[config.mk]
export PLATFORM = sky130hd
export DESIGN_NAME = dp_pipeline_skid_register
export DESIGN_NICKNAME = d
export VERILOG_FILES = /design/src/rtl/dp_pipeline_skid_register.sv
export SDC_FILE = /design/constraint.sdc
export NUM_CORES = 1
export LEC_CHECK = 0
export ABC_AREA = 1
export BUFFER_PORTS_ARGS = -buffer_cell sky130_fd_sc_hd__buf_4
export CORE_ASPECT_RATIO = 2
export CORE_MARGIN = 2
export CORE_UTILIZATION = 51
export CTS_BUF_LIST = sky130_fd_sc_hd__clkbuf_2 sky130_fd_sc_hd__clkbuf_4 sky130_fd_sc_hd__clkbuf_8
export DETAILED_ROUTE_END_ITERATION = 8
export PLACE_DENSITY = 0.82
export SYNTH_ARGS = -nofsm -noshare
export SYNTH_HDL_FRONTEND = slang
export SYNTH_SLANG_ARGS = --single-unit
[constraint.sdc]
create_clock -name clk -period 6.4 [get_ports clk]
set_clock_uncertainty 0.05 [all_clocks]
set_input_delay 1.28 -clock clk [delete_from_list [all_inputs] [get_ports clk]]
set_output_delay 1.28 -clock clk [all_outputs]
set_load 0.01 [all_outputs]
[src/rtl/dp_pipeline_skid_register.sv]
// Valid/ready pipeline register with an optional two-entry skid buffer.
// Main entry M drives the outputs; skid entry S catches the one extra
// transfer that arrives while downstream stalls, so ReadyOut is registered.
module dp_pipeline_skid_register #(
  parameter int unsigned        INSTR_W   = 32,
  parameter int unsigned        PAYLOAD_W = 64,
  parameter logic [INSTR_W-1:0] NOP_INSTR = INSTR_W'(32'h00000013),
  parameter bit                 SKID_EN   = 1'b1
) (
  input  logic                 clk,
  input  logic                 reset,
  input  logic                 FlushIn,
  input  logic                 ValidIn,
  output logic                 ReadyOut,
  input  logic [INSTR_W-1:0]   InstrIn,
  input  logic [PAYLOAD_W-1:0] PayloadIn,
  output logic                 ValidOut,
  input  logic                 ReadyIn,
  output logic [INSTR_W-1:0]   InstrOut,
  output logic [PAYLOAD_W-1:0] PayloadOut
);

  localparam int unsigned ENTRY_W = INSTR_W + PAYLOAD_W;
  localparam logic [ENTRY_W-1:0] NOP_ENTRY = {NOP_INSTR, PAYLOAD_W'(0)};

  typedef enum logic [1:0] {
    EMPTY = 2'd0,
    ONE   = 2'd1,
    FULL  = 2'd2
  } occ_e;

  occ_e               state_q, state_d;
  logic [ENTRY_W-1:0] m_q, m_d;
  logic [ENTRY_W-1:0] s_q, s_d;
  logic               valid_q, valid_d;
  logic               ready_q, ready_d;
  logic [ENTRY_W-1:0] entry_in;
  logic               up_xfer;
  logic               dn_xfer;

  // Without the skid entry, ready must see downstream in the same cycle.
  assign ReadyOut = SKID_EN ? ready_q : (ReadyIn || !valid_q);
  assign ValidOut = valid_q;
  // M is parked at NOP_ENTRY whenever invalid, so no output masking needed.
  assign {InstrOut, PayloadOut} = m_q;

  assign entry_in = {InstrIn, PayloadIn};
  assign up_xfer  = ValidIn && ReadyOut;
  assign dn_xfer  = valid_q && ReadyIn;

  // State and storage registers.
  always_ff @(posedge clk or posedge reset) begin
    if (reset) begin
      state_q <= EMPTY;
      m_q     <= NOP_ENTRY;
      s_q     <= NOP_ENTRY;
      valid_q <= 1'b0;
      ready_q <= 1'b1;
    end else begin
      state_q <= state_d;
      m_q     <= m_d;
      s_q     <= s_d;
      valid_q <= valid_d;
      ready_q <= ready_d;
    end
  end

  // Occupancy next-state and data movement; flush overrides everything.
  always_comb begin
    state_d = state_q;
    m_d     = m_q;
    s_d     = s_q;
    valid_d = 1'b0;
    ready_d = 1'b1;
    if (FlushIn) begin
      state_d = EMPTY;
      m_d     = NOP_ENTRY;
      s_d     = NOP_ENTRY;
    end else begin
      unique case (state_q)
        EMPTY: begin
          if (up_xfer) begin
            m_d     = entry_in;
            state_d = ONE;
          end
        end
        ONE: begin
          if (dn_xfer) begin
            if (up_xfer) begin
              m_d = entry_in;
            end else begin
              m_d     = NOP_ENTRY;
              state_d = EMPTY;
            end
          end else if (up_xfer && SKID_EN) begin
            s_d     = entry_in;
            state_d = FULL;
          end
        end
        FULL: begin
          if (dn_xfer) begin
            m_d     = s_q;
            s_d     = NOP_ENTRY;
            state_d = ONE;
          end
        end
        default: begin
          state_d = EMPTY;
          m_d     = NOP_ENTRY;
          s_d     = NOP_ENTRY;
        end
      endcase
    end
    valid_d = (state_d != EMPTY);
    ready_d = (state_d != FULL);
  end

endmodule

==> results of run 1 <==
through the flow:
step                      utilization (%)  std cells
final                                61.5       1650
after global routing                 61.5       1650
after CTS                            61.5       1650
after detailed placement             59.4       1620
after global placement               59.4       1620
after floorplan                         -       1282
flip-flops by register name, summed over array words and instances (netlist names):
register / count
ValidOut: 1
ReadyOut: 1
state_q: 2
s_q: 96
m_q: 96
Yosys cell counts:
cell and instances:
inv_2 3, nand2_2 1, buf_6 14, nand2_1 588, o21ai_2 1, buf_2 32
nand4_1 1, or2_0 2, dfrtp_1 189, nor2_1 101, nor2_2 3, dfstp_2 7
nand3_2 2, o21ai_0 93, a21oi_1 2, inv_1 101, buf_1 1, buf_4 8
clkbuf_1 27, nand3_1 106
cell type report:
cell class | count | area (µm²)
clock buffer | 17 | 234
clock inverter | 13 | 136
fill | 1673 | 7020
inverter | 104 | 394
multi-input combinational | 900 | 3710
sequential | 196 | 4910
tap | 216 | 270
timing repair buffer | 204 | 1540
worst max path at each step:
| stage | slack, ps | startpoint | to |
|---|---|---|---|
| 5_1_grt | 3240 | ValidIn | m_q[94] |
| 4_1_cts | 3420 | ValidIn | m_q[94] |
| 3_3_place_gp | 3020 | ValidIn | m_q[1] |
| 2_1_floorplan | 2540 | reset | ValidOut |
| 3_5_place_dp | 2930 | ValidIn | m_q[94] |
| 6_report | 3410 | ValidIn | m_q[53] |
cells by family after synthesis:
| logic type | share of synthesized area (%) |
|---|---|
| AOI/OAI and AO/OA | 5.12 |
| buffers and inverters | 9.24 |
| and+or+nand+nor | 33.7 |
| DFF | 52.0 |
routing by layer:
layer	vias to the layer above	track usage, %
met5	-	0
met4	0	13.0
li1	4183	-
met1	3963	30.6
met2	290	42.8
met3	60	4.08
worst reg2reg max path: stages, from the launching register on:
cell and delay (ps):
dfstp_2 550, nand2_1 160, nand3_1 270, nand3_2 140
inv_2 490, buf_4 660, nand2_1 160, nand2_1 90
power breakdown:
| group | switching (µW) | internal, µW | total [µW] |
|---|---|---|---|
| clock | 439 | 342 | 781 |
| combinational | 958 | 532 | 1490 |
| sequential | 201 | 1570 | 1770 |
==> key figures, run 1 <==
Finish
  – Area grow syn2layout: 18.5%
  – Nets: 1524
  – Most common cell after layout, fill and taps aside: nand2_1
  – N_diodes: 0
  – Layout cells sized above 1: 17.8%
  – Most frequent cells in the layout: nand2_1, buf_4, dfrtp_1
  – Design Area, Final: roughly 11000 µm²

Clocking
  – CTS Buf Count: 17
  – Root buffer cell: clkbuf_8
  – Worst-path clk slew: roughly 90 ps
  – Clock sink count: just under 200
  – # H-tree levels: 4
  – Worst-skew pair later-pin latency: 470 ps
  – Clock Path Buffers: 2
  – Postcts setup bufs: 0
  – PostCTS Resize Cnt: 0
  – CTS tree: yes
  – Hold Buf Count CTS: 0

Placement
  – Setup WS pre-CTS: 2930 ps
  – DP Area: 10800 µm²
  – Routability Congestion: 0.834
  – DPL Wire Length: around 15000 µm
  – IO buf count: about 200

Hold path
  – Hold path endpoint: s_q[68]
  – Hold Path Origin: s_q[68]
  – WHS Path Cells: 2
  – Worst hold path type: register to register

Detailed routing
  – DRC Markers: 0
  – Final wirelength: 24200 µm
  – WL met3: roughly 1300 µm
  – Met1 wire length: 9330 µm
  – DRT Pass-1 Iters: 6
  – Via-to-Cell Ratio: 5.15
  – Routed vias: 8496
  – Final ANT Viol Nets: 0
  – Wire per inst: 14.7 µm
  – DR iter-0 viols: around 540
  – Top Layer Used: met4
  – Wire length on met2: 12600 µm

Logic synthesis
  – Share of the synthesized area in the top cell type: 50.0%
  – Post-Synthesis Net Count: between 1000 and 1500
  – Area contributors post-synth: dfrtp_1, nand2_1, nand3_1
  – Post-synthesis cell type count: 20
  – Post-synth top area cell: dfrtp_1
  – Seq cells post-synth: between 150 and 200
  – Syn Std Cell Area: 9450 µm²
  – Syn avg cell area: about 7.4 µm²
  – Yosys warnings: 0
  – Post-synthesis sequential area ratio: 52.0%
  – Post-Syn Instances: about 1300

Global routing
  – Pin count of the biggest net entering global routing: roughly 200
  – Vias in the first global route: between 8000 and 9000
  – GRT Total Usage: 25.2%
  – Initial antenna violation count: 0
  – Remaining Overflow, GRT: 0
  – First-pass GRT wire length: 39700 µm

Setup path
  – Crit-path max FO: 57
  – Worst EP required: 6750 ps
  – Reg-to-Reg Start: ReadyOut
  – Setup CP Type: primary input to register
  – Crit path DAT: 3340 ps
  – Crit path max-delay cell type: buf_4
  – Most used cell, CP: nand2_1
  – CP Buf/Inv Count: 3
  – Reg2reg path depth: 7
  – Family with the most delay on the worst path: buffers and inverters
  – RR Endpoint: m_q[53]
  – Crit path largest cell delay: 650 ps
  – Worst-path cell chain: buf_4 -> nand2_1 -> nand3_1 -> nand3_2 -> inv_2 -> buf_4 -> nand2_1 -> nand2_1
  – Critical Path Sink Type: register
  – Critical Path Source Type: primary input
  – Critical Path Stages: 8
  – R2r setup slk: 3770 ps

Die
  – Top Ports: 199
  – Chip height: around 200 µm
  – Initial Utilization: 51.9%
  – # rows: 70
  – Core Area: 18200 µm²
  – Die span in x: 100 µm
  – Die ar.: 19700 µm²

Timing
  – FMAX: 334 MHz
  – Slew @ Worst Pin: 1140 ps
  – RSZ-0062 raised after global routing: false
  – Final Hold Fails: 0
  – Crit path time final: ~3000 ps
  – Slew HR: 24.2%
  – Setup slack after layout: between 3000 and 4000 ps
  – TNS Setup: 0 ps
  – Setup Viol. Count Final: 0
  – Tcrit/Tclk final: between 40% and 50%
  – Final Slew Violations: 0
  – WHS: between 400 and 500 ps

Power
  – Power consumption: around 4000 µW
  – Maximum vdd ir drop: approximately 0.22 mV
  – Power Density: 361 nW/µm²
  – P_leak: 0.00646 µW

Flow run
  – Max Cap Viol: 0

Outcome
  – Status: finished, final reports clean
Note: power is estimated with default switching activity, not from simulation.
==> run 2, diff against run 1 <==
--- a/config.mk
+++ b/config.mk
@@ -5,14 +5,14 @@
 export SDC_FILE = /design/constraint.sdc
 export NUM_CORES = 1
 export LEC_CHECK = 0
-export ABC_AREA = 1
+export ABC_AREA = 0
 export BUFFER_PORTS_ARGS = -buffer_cell sky130_fd_sc_hd__buf_4
 export CORE_ASPECT_RATIO = 2
 export CORE_MARGIN = 2
-export CORE_UTILIZATION = 51
+export CORE_UTILIZATION = 50
 export CTS_BUF_LIST = sky130_fd_sc_hd__clkbuf_2 sky130_fd_sc_hd__clkbuf_4 sky130_fd_sc_hd__clkbuf_8
 export DETAILED_ROUTE_END_ITERATION = 8
-export PLACE_DENSITY = 0.82
+export PLACE_DENSITY = 0.83
 export SYNTH_ARGS = -nofsm -noshare
 export SYNTH_HDL_FRONTEND = slang
 export SYNTH_SLANG_ARGS = --single-unit
==> constraint.sdc (replaced) <==
create_clock -name clk -period 2.56 [get_ports clk]
set_clock_uncertainty 0.05 [all_clocks]
set_input_delay 0.512 -clock clk [delete_from_list [all_inputs] [get_ports clk]]
set_output_delay 0.512 -clock clk [all_outputs]
set_load 0.01 [all_outputs]
==> key figures, run 2 <==
Logic synthesis
  – Post-Synthesis Net Count: 783 (-43%)
  – Yosys warnings: 0 (unchanged)
  – Share of the synthesized area in the top cell type: 58.9% (+8.8 points)
  – Post-synthesis cell type count: 34 (+70%)
  – Area contributors post-synth: dfrtp_1, a22o_1, a22oi_1
  – Post-synth top cells: dfrtp_1, nor2_1, a21oi_1, a22o_1, a22oi_1
  – Post-synthesis sequential area ratio: 61.2% (+9.2 points)
  – Syn avg cell area: 11.8 µm² (+60%)
  – Post-synth top area cell: dfrtp_1
  – Post-Syn Instances: 682 (-47%)
  – Asr flop ratio synth: 100% (unchanged)
  – Most common cell in the synthesized netlist: dfrtp_1
  – Syn Std Cell Area: 8030 µm² (-15%)
  – Post-synth EDFFs: 0 (unchanged)
  – Top_reg_cell synth: dfrtp_1
  – Seq cells post-synth: 196 (unchanged)

Clocking
  – Worst-path clk slew: 100 ps (about the same)
  – Postcts setup bufs: 0 (unchanged)
  – PostCTS Resize Cnt: 0 (unchanged)
  – Worst-skew pair later-pin latency: 470 ps (about the same)
  – # H-tree levels: 4 (unchanged)
  – Root buffer cell: clkbuf_8
  – CTS Buf Count: 17 (unchanged)
  – CTS tree: yes
  – Hold Buf Count CTS: 0 (unchanged)
  – Clock Path Buffers: 2 (unchanged)
  – Clock sink count: 196 (unchanged)

Die
  – # rows: 65 (-7.1%)
  – Initial Utilization: 50.9% (-0.97 points)
  – Die span in x: 93.6 µm (-6.6%)
  – Chip height: 183 µm (-6.8%)
  – Die ar.: 17200 µm² (-13%)
  – Top Ports: 199 (unchanged)
  – Core Area: 15800 µm² (-13%)

Power
  – P_leak: 0.00480 µW (-26%)
  – NetSw: 4480 µW (+180%)
  – Switching Share: 38.8% (-0.74 points)
  – Maximum vdd ir drop: 1.39 mV (+520%)
  – Power Density: 1150 nW/µm² (+220%)
  – Internal power: 7060 µW (+190%)
  – Power consumption: 11500 µW (+190%)
  – Reg power frac: 41.3% (-2.5 points)
  – Comb power frac: 41.6% (+4.7 points)
  – Clock power frac: 17.1% (-2.2 points)

Finish
  – Nets: 951 (-38%)
  – Most frequent cells in the layout: buf_4, dfrtp_1, nor2_1
  – Area grow syn2layout: 24.8%
  – Largest registers: m_q: 96 flops, s_q: 96 flops, state_q: 2 flops
  – Most common cell after layout, fill and taps aside: buf_4
  – N_diodes: 0 (unchanged)
  – Layout cells sized above 1: 31.3% (+14 points)

Placement
  – Routability Congestion: 0.798 (-4.2%)
  – IO buf count: 198 (unchanged)
  – Setup WS pre-CTS: 495 ps (-2430 ps)
  – DPL Wire Length: 13200 µm (-8.8%)

Setup path
  – Family with the most delay on the worst path: flip-flops
  – CP Buf/Inv Count: 1 (-2)
  – Reg-to-Reg Start: state_q[0]
  – Worst-path cell chain: a21bo_2 -> or2_1 -> nor2_4 -> buf_12 -> a22o_1
  – Crit-path max FO: 93 (+63%)
  – Setup CP Type: register to register
  – R2r setup slk: 440 ps (-3330 ps)
  – Critical Path Sink Type: register
  – Crit path max-delay cell type: dfrtp_1
  – Crit path DAT: 2470 ps (-870 ps)
  – Critical Path Source Type: register
  – Worst EP required: 2910 ps (-3840 ps)
  – CP startpoint: state_q[0]
  – Crit path largest cell delay: 640 ps (about the same)

Detailed routing
  – Final wirelength: 20700 µm (-15%)
  – Via-to-Cell Ratio: 5.91 (+15%)
  – WL met3: 1050 µm (-22%)
  – DR iter-0 viols: 494 (-7.8%)
  – Wire length on met2: 11300 µm (-10%)
  – Top Layer Used: met4
  – Final ANT Viol Nets: 0 (unchanged)
  – Wire per inst: 19.5 µm (+33%)
  – DRC Markers: 0 (unchanged)
  – DRT Pass-1 Iters: 7 (+1)
  – Met1 wire length: 7790 µm (-17%)
  – Routed vias: 6286 (-26%)

Timing
  – RSZ-0062 raised after global routing: false
  – Setup Viol. Count Final: 0 (unchanged)
  – Crit path time final: around 2100 ps
  – FMAX: 472 MHz
  – Tcrit/Tclk final: 82.7%
  – Slew HR: 57.2% (+33 points)
  – Final Hold Fails: 0 (unchanged)
  – Slew @ Worst Pin: 641 ps (-496 ps)
  – TNS Setup: 0 ps (unchanged)
  – Setup slack after layout: 442 ps (-2970 ps)
  – Final Slew Violations: 0 (unchanged)

Outcome
  – Status: finished, final reports clean

Global routing
  – First-pass GRT wire length: 32700 µm (-18%)
  – Vias in the first global route: 6290 (-23%)
  – GRT Total Usage: 24.6% (-0.69 points)
  – Pin count of the biggest net entering global routing: 109 (-45%)
  – Initial antenna violation count: 0 (unchanged)
  – Remaining Overflow, GRT: 0 (unchanged)

Flow run
  – Max Cap Viol: 0 (unchanged)

Hold path
  – Worst hold path type: primary input to asynchronous set/reset pin
-- run 2: cells by family (layout without fill, tap and decap cells) --
family	Yosys count	after routing	share of synthesized area, %
compound gates	301	301	27.3
buf+inv	67	248	5.58
xor+xnor	2	2	0.218
simple gates	116	116	5.73
flops	196	196	61.2
-- run 2: power groups by stage --
| stage | logic (µW) | clock network (µW) | registers [µW] |
|---|---|---|---|
| detailed placement | 4850 | 0 | 4820 |
| finish | 4800 | 1970 | 4770 |
| CTS | 4850 | 2030 | 4770 |
| floorplan | 2680 | 0 | 4980 |
| global route | 5260 | 2150 | 4880 |
| global placement | 4680 | 0 | 4800 |
-- run 2: worst reg2reg max path, cell delays in order (launching register included) --
cell and delay [ps]:
dfrtp_1 640, a21bo_2 310, or2_1 250, nor2_4 130
buf_12 370, a22o_1 290
-- run 2: stage by stage --
step,hold WS (ps),util (%),instances,area (µm²)
3_5_place_dp,432,61.0,1032,9630
2_1_floorplan,416,-,682,8040
4_1_cts,57.0,63.5,1064,10000
5_1_grt,80.2,63.5,1064,10000
3_3_place_gp,432,61.0,1032,9630
6_report,73.7,63.5,1064,10000
-- run 2: layer usage --
layer	vias to the layer above	GRT usage [%]
met5	-	0
met4	0	9.39
met3	33	5.30
met2	223	42.6
met1	3169	29.6
li1	2861	-
-- run 2: path summary, 6_finish.rpt --
path	to	depth (start not counted)
min reg2reg	s_q[55]	1
max in group asynchronous	m_q[65]	3
min	m_q[21]	2
max	s_q[30]	5
min in group clk	s_q[70]	2
max reg2reg	s_q[30]	5
-- run 2: final cells by class --
cell class                 count  area [µm²]
inverter                       3        15.0
clock buffer                  20         275
tap                          201         251
timing repair buffer         213        1740
fill                        1267        5750
sequential                   196        4910
clock inverter                12         120
multi-input combinational    419        2710
